===== src/rtl/approx_mult_scheduler.sv =====
// Round-robin scheduler sharing one pipelined multiplier between NREQ MAC lanes.
// Each lane owns a three-state FSM (IDLE/FLIGHT/HOLD) and a one-entry product
// buffer. The top level arbitrates, registers the operands to the multiplier and
// carries a {valid,id} tag alongside the datapath so that each product lands in
// its owner's buffer.

module approx_mult_lane #(
  parameter int BITWIDTH = 8
) (
  input  logic                  clk,
  input  logic                  rst_n,
  input  logic                  grant,
  input  logic                  capture,
  input  logic                  consume,
  input  logic [2*BITWIDTH-1:0] mult_p,
  output logic                  idle,
  output logic                  rsp_valid,
  output logic [2*BITWIDTH-1:0] rsp_p
);

  typedef enum logic [1:0] {IDLE = 2'd0, FLIGHT = 2'd1, HOLD = 2'd2} state_t;
  state_t state;

  // Lane FSM: one outstanding product at a time, buffer kept until consumed.
  // A consume in HOLD returns to IDLE only, so a same-cycle request waits a cycle.
  always_ff @(posedge clk or negedge rst_n) begin
    if (!rst_n) begin
      state     <= IDLE;
      rsp_valid <= 1'b0;
      rsp_p     <= '0;
    end else begin
      case (state)
        IDLE:   if (grant) state <= FLIGHT;
        FLIGHT: if (capture) begin
                  state     <= HOLD;
                  rsp_valid <= 1'b1;
                  rsp_p     <= mult_p;
                end
        HOLD:   if (consume) begin
                  state     <= IDLE;
                  rsp_valid <= 1'b0;
                end
        default: begin
                  state     <= IDLE;
                  rsp_valid <= 1'b0;
                end
      endcase
    end
  end

  assign idle = (state == IDLE);

endmodule

module approx_mult_scheduler #(
  parameter int BITWIDTH = 8,
  parameter int NREQ     = 4,
  parameter int MULT_LAT = 2
) (
  input  logic                             clk,
  input  logic                             rst_n,
  input  logic [NREQ-1:0]                  req_valid,
  output logic [NREQ-1:0]                  req_ready,
  input  logic [NREQ-1:0][BITWIDTH-1:0]    req_a,
  input  logic [NREQ-1:0][BITWIDTH-1:0]    req_b,
  output logic [NREQ-1:0]                  rsp_valid,
  input  logic [NREQ-1:0]                  rsp_ready,
  output logic [NREQ-1:0][2*BITWIDTH-1:0]  rsp_p,
  output logic                             mult_valid,
  output logic [BITWIDTH-1:0]              mult_a,
  output logic [BITWIDTH-1:0]              mult_b,
  input  logic [2*BITWIDTH-1:0]            mult_p,
  output logic                             busy
);

  localparam int IDW = $clog2(NREQ);

  logic [NREQ-1:0]             idle;
  logic [NREQ-1:0]             elig;
  logic [NREQ-1:0]             gnt_oh;
  logic                        gnt_any;
  logic [IDW-1:0]              gnt_id;
  logic [IDW-1:0]              rr_ptr;

  // Stage 0 is the operand register itself (mult_valid); stage MULT_LAT lines
  // up with a valid mult_p.
  logic [MULT_LAT:0]           vld_pipe;
  logic [MULT_LAT:0][IDW-1:0]  id_pipe;

  assign elig = req_valid & idle;

  // First eligible requester at or after rr_ptr, wrapping modulo NREQ.
  always_comb begin
    int             idx;
    logic [IDW-1:0] idx_v;
    gnt_any = 1'b0;
    gnt_id  = '0;
    gnt_oh  = '0;
    for (int k = 0; k < NREQ; k++) begin
      idx = int'(rr_ptr) + k;
      if (idx >= NREQ) idx = idx - NREQ;
      idx_v = IDW'(idx);
      if (!gnt_any && elig[idx_v]) begin
        gnt_any = 1'b1;
        gnt_id  = idx_v;
      end
    end
    gnt_oh[gnt_id] = gnt_any;
  end

  // Gate with rst_n so no grant is advertised while the lanes are held in reset.
  assign req_ready = rst_n ? gnt_oh : '0;

  // Pointer moves past the winner; it holds when nothing is granted.
  always_ff @(posedge clk or negedge rst_n) begin
    if (!rst_n)
      rr_ptr <= '0;
    else if (gnt_any)
      rr_ptr <= (gnt_id == IDW'(NREQ-1)) ? '0 : gnt_id + IDW'(1);
  end

  // Operand issue and tag pipe; operands hold when there is no grant.
  always_ff @(posedge clk or negedge rst_n) begin
    if (!rst_n) begin
      vld_pipe <= '0;
      id_pipe  <= '0;
      mult_a   <= '0;
      mult_b   <= '0;
    end else begin
      vld_pipe <= {vld_pipe[MULT_LAT-1:0], gnt_any};
      id_pipe  <= {id_pipe[MULT_LAT-1:0], gnt_id};
      if (gnt_any) begin
        mult_a <= req_a[gnt_id];
        mult_b <= req_b[gnt_id];
      end
    end
  end

  assign mult_valid = vld_pipe[0];

  for (genvar g = 0; g < NREQ; g++) begin : g_lane
    approx_mult_lane #(.BITWIDTH(BITWIDTH)) u_lane (
      .clk       (clk),
      .rst_n     (rst_n),
      .grant     (gnt_oh[g]),
      .capture   (vld_pipe[MULT_LAT] && (id_pipe[MULT_LAT] == IDW'(g))),
      .consume   (rsp_ready[g]),
      .mult_p    (mult_p),
      .idle      (idle[g]),
      .rsp_valid (rsp_valid[g]),
      .rsp_p     (rsp_p[g])
    );
  end

  assign busy = ~&idle;

endmodule


===== config.mk =====
export PLATFORM = sky130hd
export DESIGN_NAME = approx_mult_scheduler
export DESIGN_NICKNAME = d
export VERILOG_FILES = /design/src/rtl/approx_mult_scheduler.sv
export SDC_FILE = /design/constraint.sdc
export NUM_CORES = 1
export LEC_CHECK = 0
export ABC_AREA = 1
export CAP_MARGIN = 10
export CORE_MARGIN = 5
export CORE_UTILIZATION = 48
export DETAILED_ROUTE_END_ITERATION = 10
export PLACE_DENSITY_LB_ADDON = 0.05
export SLEW_MARGIN = 40
export SYNTH_ARGS = -nofsm -noshare
export SYNTH_HDL_FRONTEND = slang
export SYNTH_HIERARCHICAL = 1
export SYNTH_SLANG_ARGS = --single-unit

===== constraint.sdc =====
create_clock -name clk -period 3.8 [get_ports clk]
set_input_delay 0.76 -clock clk [delete_from_list [all_inputs] [get_ports clk]]
set_output_delay 0.76 -clock clk [all_outputs]
set_load 0.02 [all_outputs]

After elaboration in Yosys (flattened, before gate mapping)

Index checks and enable logic that the tools add are counted.

Register bits after elaboration: 103
Bits of input ports: 90
Output and inout port bits: 90
Logic and storage cells: 153

Add/sub/neg operators: 8
Order comparisons: 10
Equality and inequality tests: 24
Mux-type cells: 56
Bitwise logic cells: 6
Reduce and logical (&&, ||, !) cells: 30

Operators by type and width:

| kind                                                        | number |
|---|---|
| two-way mux 2 bit                                           | 21 |
| binary-select mux 8 bit (select 2 bit)                      | 2 |
| case mux 2 bit (3 select lines)                             | 4 |
| AND reduction 3 bit                                         | 8 |
| two-way mux 1 bit                                           | 17 |
| two-way mux 8 bit                                           | 2 |
| inequality test 2 bit (second input constant)               | 8 |
| less-than comparator 2 x 3 -> 1 bit (second input constant) | 5 |
| == test 2 bit (second input constant)                       | 7 |
| case mux 1 bit (3 select lines)                             | 4 |
| == test 2 x 1 -> 1 bit (second input constant)              | 5 |
| zero test 2 bit                                             | 5 |
| >= comparator 3 bit (second input constant)                 | 3 |
| AND 4 bit                                                   | 2 |
| binary-select mux 1 bit (select 2 bit)                      | 4 |
| logical AND 1 bit                                           | 8 |
| inequality test 2 x 1 -> 1 bit (second input constant)      | 4 |
| AND reduction 2 bit                                         | 4 |
| subtractor 2 x 1 -> 2 bit (second input constant)           | 4 |
| adder 2 x 2 -> 3 bit (second input constant)                | 2 |
| zero test 1 bit                                             | 4 |
| two-way mux 4 bit                                           | 1 |
| NOT 1 bit                                                   | 4 |
| AND reduction 4 bit                                         | 1 |
| 5 further kinds                                             | 5 |

Depth between registers and ports, before layout

Depth in word-level cells: 21
Gate-level depth with buffers: 19
Depth with buffers taken out: 18

Cells and area by module

The synthesis kept the hierarchy.

Modules (own cells, without submodules):

| module                | instances | cells an instance | area an instance (µm²) | sequential area each (µm²) |
|---|---|---|---|---|
| approx_mult_lane      | 4         | 83                | 848.3                  | 475.5 |
| approx_mult_scheduler | 1         | 339               | 2,065.7                | 675.6 |

Worst setup path after synthesis

OpenSTA, ideal clock, no wires.

Kind: input-to-output
Start point: input port req_valid[2]
End point: output port req_ready[3]
Data arrival time: 2.105 ns
Required time: 3.040 ns
Setup slack: 0.935 ns
Cell stages on the path: 11
Path buffers: 1
Cells stage by stage: nand2_1 nand2_1 nand2_1 nand2_1 nand2_2 nand2_2 nand2_1 nand2_2 nand3_4 buf_4 nor3_1

Longest elaborated chain between the ends: 19
Elaborated cells between the ends (all ways): 30
Those cells by class: order compare: 2; mux: 19; bitwise: 2; reduce/logical: 7

RTL lines:

| element                                                                                                          | line | text |
|---|---|---|
| start: declaration                                                                                               | 62   | `input logic [NREQ-1:0] req_valid,` |
| AND 4 bit *                                                                                                      | 90   | `assign elig = req_valid & idle;` |
| binary-select mux 1 bit (select 2 bit)                                                                           | 103  | `if (!gnt_any && elig[idx_v]) begin` |
| two-way mux 1 bit (not written as such)                                                                          | 103  |  |
| two-way mux 1 bit                                                                                                | 103  |  |
| zero test 1 bit                                                                                                  | 103  |  |
| logical AND 1 bit                                                                                                | 103  |  |
| two-way mux 1 bit                                                                                                | 103  |  |
| zero test 1 bit                                                                                                  | 103  |  |
| [3 not listed]                                                                                                   | -    |  |
| logical AND 1 bit                                                                                                | 103  |  |
| two-way mux 2 bit                                                                                                | 103  |  |
| less-than comparator 2 x 3 -> 1 bit (not written as such) / >= comparator 2 x 1 -> 1 bit (equally long branches) | 108  | `gnt_oh[gnt_id] = gnt_any;` |
| logical AND 1 bit (not written as such)                                                                          | 108  |  |
| two-way mux 1 bit (not written as such)                                                                          | 108  |  |
| demux 1 bit (select 2 bit)                                                                                       | 108  |  |
| AND 4 bit (no line) *                                                                                            | -    |  |
| two-way mux 4 bit *                                                                                              | 112  | `assign req_ready = rst_n ? gnt_oh : '0;` |
| end: declaration                                                                                                 | 63   | `output logic [NREQ-1:0] req_ready,` |

Mark *: on every way between the ends. The rest lies on a longest branch, timed or not. The select of a mux whose other input is x is not followed.

Final worst setup path

Start point: input port req_valid[2]
End point: output port req_ready[2]

Same word-level chain as after synthesis.

==> flow_summary.json <==
{
  "ctsHtreeMaxLevel": 3,
  "setup_violations": 0,
  "antenna_found_initial": 0,
  "reg2reg_depth": 13,
  "die_area_sq_um": 13600,
  "netlist_instances": 671,
  "worst_slack_ps": 471,
  "yosys-top-cells-area": "dfrtp_1 (47%), nand2_1 (17%), o21ai_2 (10%)",
  "core_area_sq_um": 11300,
  "post_dp_cell_area_sq_um": 7250,
  "antenna_left": 0,
  "dp_hpwl_microns": 10200,
  "ys_warn_count": 6,
  "dp_slack_ps": 124,
  "row_count": 39,
  "postCtsHoldBufs": 0,
  "drt_iter0_markers": 358,
  "peakVddDrop_mv": 0.686,
  "clk_pin_slew_ps": 70,
  "r2r_start": "g_lane[1].u_lane/state[0]",
  "tightest_slew_ps": 731,
  "status": "finished, final reports clean",
  "post-route-period-util": 0.876,
  "setup_tns_ps": 0,
  "vias": 4817,
  "drc": 0,
  "synth_seq_cells": 103,
  "rsz0062_at_grt": "no",
  "clockBufferDepth": 2,
  "vias_per_cell": 4.88,
  "cts_buffers": 9,
  "synth_area_leader_cell": "dfrtp_1",
  "die_w_microns": 117,
  "grt_pass1_vias": 4814,
  "leakage_nw": 4.01,
  "root_buffer": "clkbuf_16",
  "timing.hold.ws_ps": 315,
  "cts_tree": "done",
  "io_pins": 180,
  "synth_sequential_area_ratio": 0.472,
  "critPathKind": "input pin to output pin",
  "clk_latency_ps": 340,
  "drt-pass1-iter-count": 5,
  "relSlewSlack": 0.513,
  "hold_class": "input pin to async pin",
  "nets": 929,
  "syn-cell-area_sq_um": 5460,
  "worstSetupEndpointType": "output pin",
  "syn_nets": 761,
  "cp-start-kind": "input pin",
  "clock_skew_ps": 6.94,
  "synth.avg_cell_area_sq_um": 8.14,
  "finalHoldViolations": 0,
  "fp.dieH_microns": 117,
  "fin_crit_ps": 3330,
  "ctsResizeCount": 0,
  "slew_violations": 0,
  "post_drt_wl_per_cell_microns": 14.2,
  "grt_max_degree": 82,
  "max_clock_freq_mhz": 300,
  "critPathArrivalTime_ps": 2570,
  "r2r_slack_ps": 1320,
  "grt_pass1_wl_microns": 23000,
  "synthDistinctLibCells": 24,
  "area_growth_pct": 38.8,
  "p_per_area_nw_per_um2": 1080,
  "drv_cap": 0,
  "start_util": 0.484,
  "clock-sinks": 103,
  "insertedDiodeCount": 0,
  "fin_util": 0.672,
  "grt_overflow_total": 0,
  "yosys.area.top_type_share": 0.472,
  "required_ps": 3040,
  "post_cts_buffers": 0,
  "fin_area_sq_um": 7580,
  "portBuffers": 179,
  "routed_wl_microns": 14000,
  "crit_fanout": 6,
  "worstReg2RegEnd": "mult_a[4]",
  "gp_congestion": 0.886,
  "final_layout_size_suffix_gt1_frac": 0.137,
  "grt_usage": 0.211
}
flip-flops by register name (all words and copies together) (netlist names):
name and count:
g_lane.u_lane/rsp_valid 4, vld_pipe 3, mult_b 8, mult_a 8
g_lane.u_lane/rsp_p 64, id_pipe 6, g_lane.u_lane/state 8, rr_ptr 2
worst max-delay path: stages:
cell and delay (ps):
clkdlybuf4s50_1 420, nand2_1 100, nand2_1 50, nand2_1 120, nand2_1 80, nand2_2 120, and2_1 160, nand3_1 70
nand2_1 70, nand2_1 130, inv_2 90, nand2_1 80, nor2_1 80, dlymetal6s2s_1 230
layout by cell type (no fill, tap or decap):
| cell | count |
|---|---|
| nand2_2 | 12 |
| inv_4 | 1 |
| nor2_1 | 4 |
| inv_1 | 114 |
| nand3_1 | 30 |
| nand3_2 | 1 |
| o31ai_1 | 4 |
| clkinv_2 | 3 |
| o21ai_0 | 1 |
| nor3_1 | 5 |
| clkdlybuf4s50_1 | 174 |
| nand3b_1 | 5 |
| bufinv_16 | 2 |
| a21o_1 | 4 |
| buf_4 | 9 |
| dfrtp_1 | 103 |
| dlymetal6s2s_1 | 4 |
| and2_1 | 1 |
| nand4_2 | 1 |
| nand2_1 | 243 |
| o211ai_1 | 1 |
| inv_2 | 7 |
| inv_6 | 1 |
| nand4_1 | 34 |
| clkbuf_16 | 9 |
| o21ai_2 | 64 |
| nand3_4 | 5 |
| buf_6 | 1 |
| clkbuf_1 | 1 |
logic make-up (layout without fill, tap and decap cells):
kind of cell	after synthesis	after routing	synth area share
AOI/OAI and AO/OA	74	74	0.116
buffers and inverters	153	326	0.129
DFF	103	103	0.472
and+or+nand+nor	341	341	0.283
layer usage:
layer	track usage	vias to the layer above	wire, microns
li1	-	2413	-
met1	0.273	2208	5790
met2	0.355	177	6920
met3	0.0466	19	1080
met4	0.0657	0	212
met5	0	-	0
synth_stat cells (all sizes together):
| master | n |
|---|---|
| a21o | 4 |
| and2 | 1 |
| buf | 29 |
| clkbuf | 2 |
| dfrtp | 103 |
| inv | 122 |
| nand2 | 255 |
| nand3 | 36 |
| nand3b | 5 |
| nand4 | 35 |
| nor2 | 4 |
| nor3 | 5 |
| o211ai | 1 |
| o21ai | 65 |
| o31ai | 4 |
through the flow:
step,cells,power [mW]
after floorplan,671,5.49
after global placement,971,7.10
after detailed placement,971,7.22
after CTS,987,8.23
after global routing,987,8.88
final,987,8.16
layout make-up:
class | count | area, sq um
Tap cell | 143 | 179
Sequential cell | 103 | 2580
Clock inverter | 6 | 83.8
Clock buffer | 10 | 229
Fill cell | 956 | 3690
Multi-Input combinational cell | 415 | 2180
Timing Repair Buffer | 188 | 1870
Inverter | 122 | 460
where the power goes:
group	switching, mW	internal [mW]	leakage [nW]
clock	0.403	0.577	0.157
sequential	0.356	1.68	1.25
combinational	3.08	2.07	2.60
how the worst max path moves through the flow:
stage                             from            to  cells after the start
after detailed placement  req_valid[2]  req_ready[2]                     14
after global routing      req_valid[0]  req_ready[2]                     14
after global placement    req_valid[2]  req_ready[0]                     13
final                     req_valid[2]  req_ready[2]                     14
after CTS                 req_valid[2]  req_ready[2]                     14
after floorplan           req_valid[2]  req_ready[3]                     11
Power figures use the tool's default switching activity.
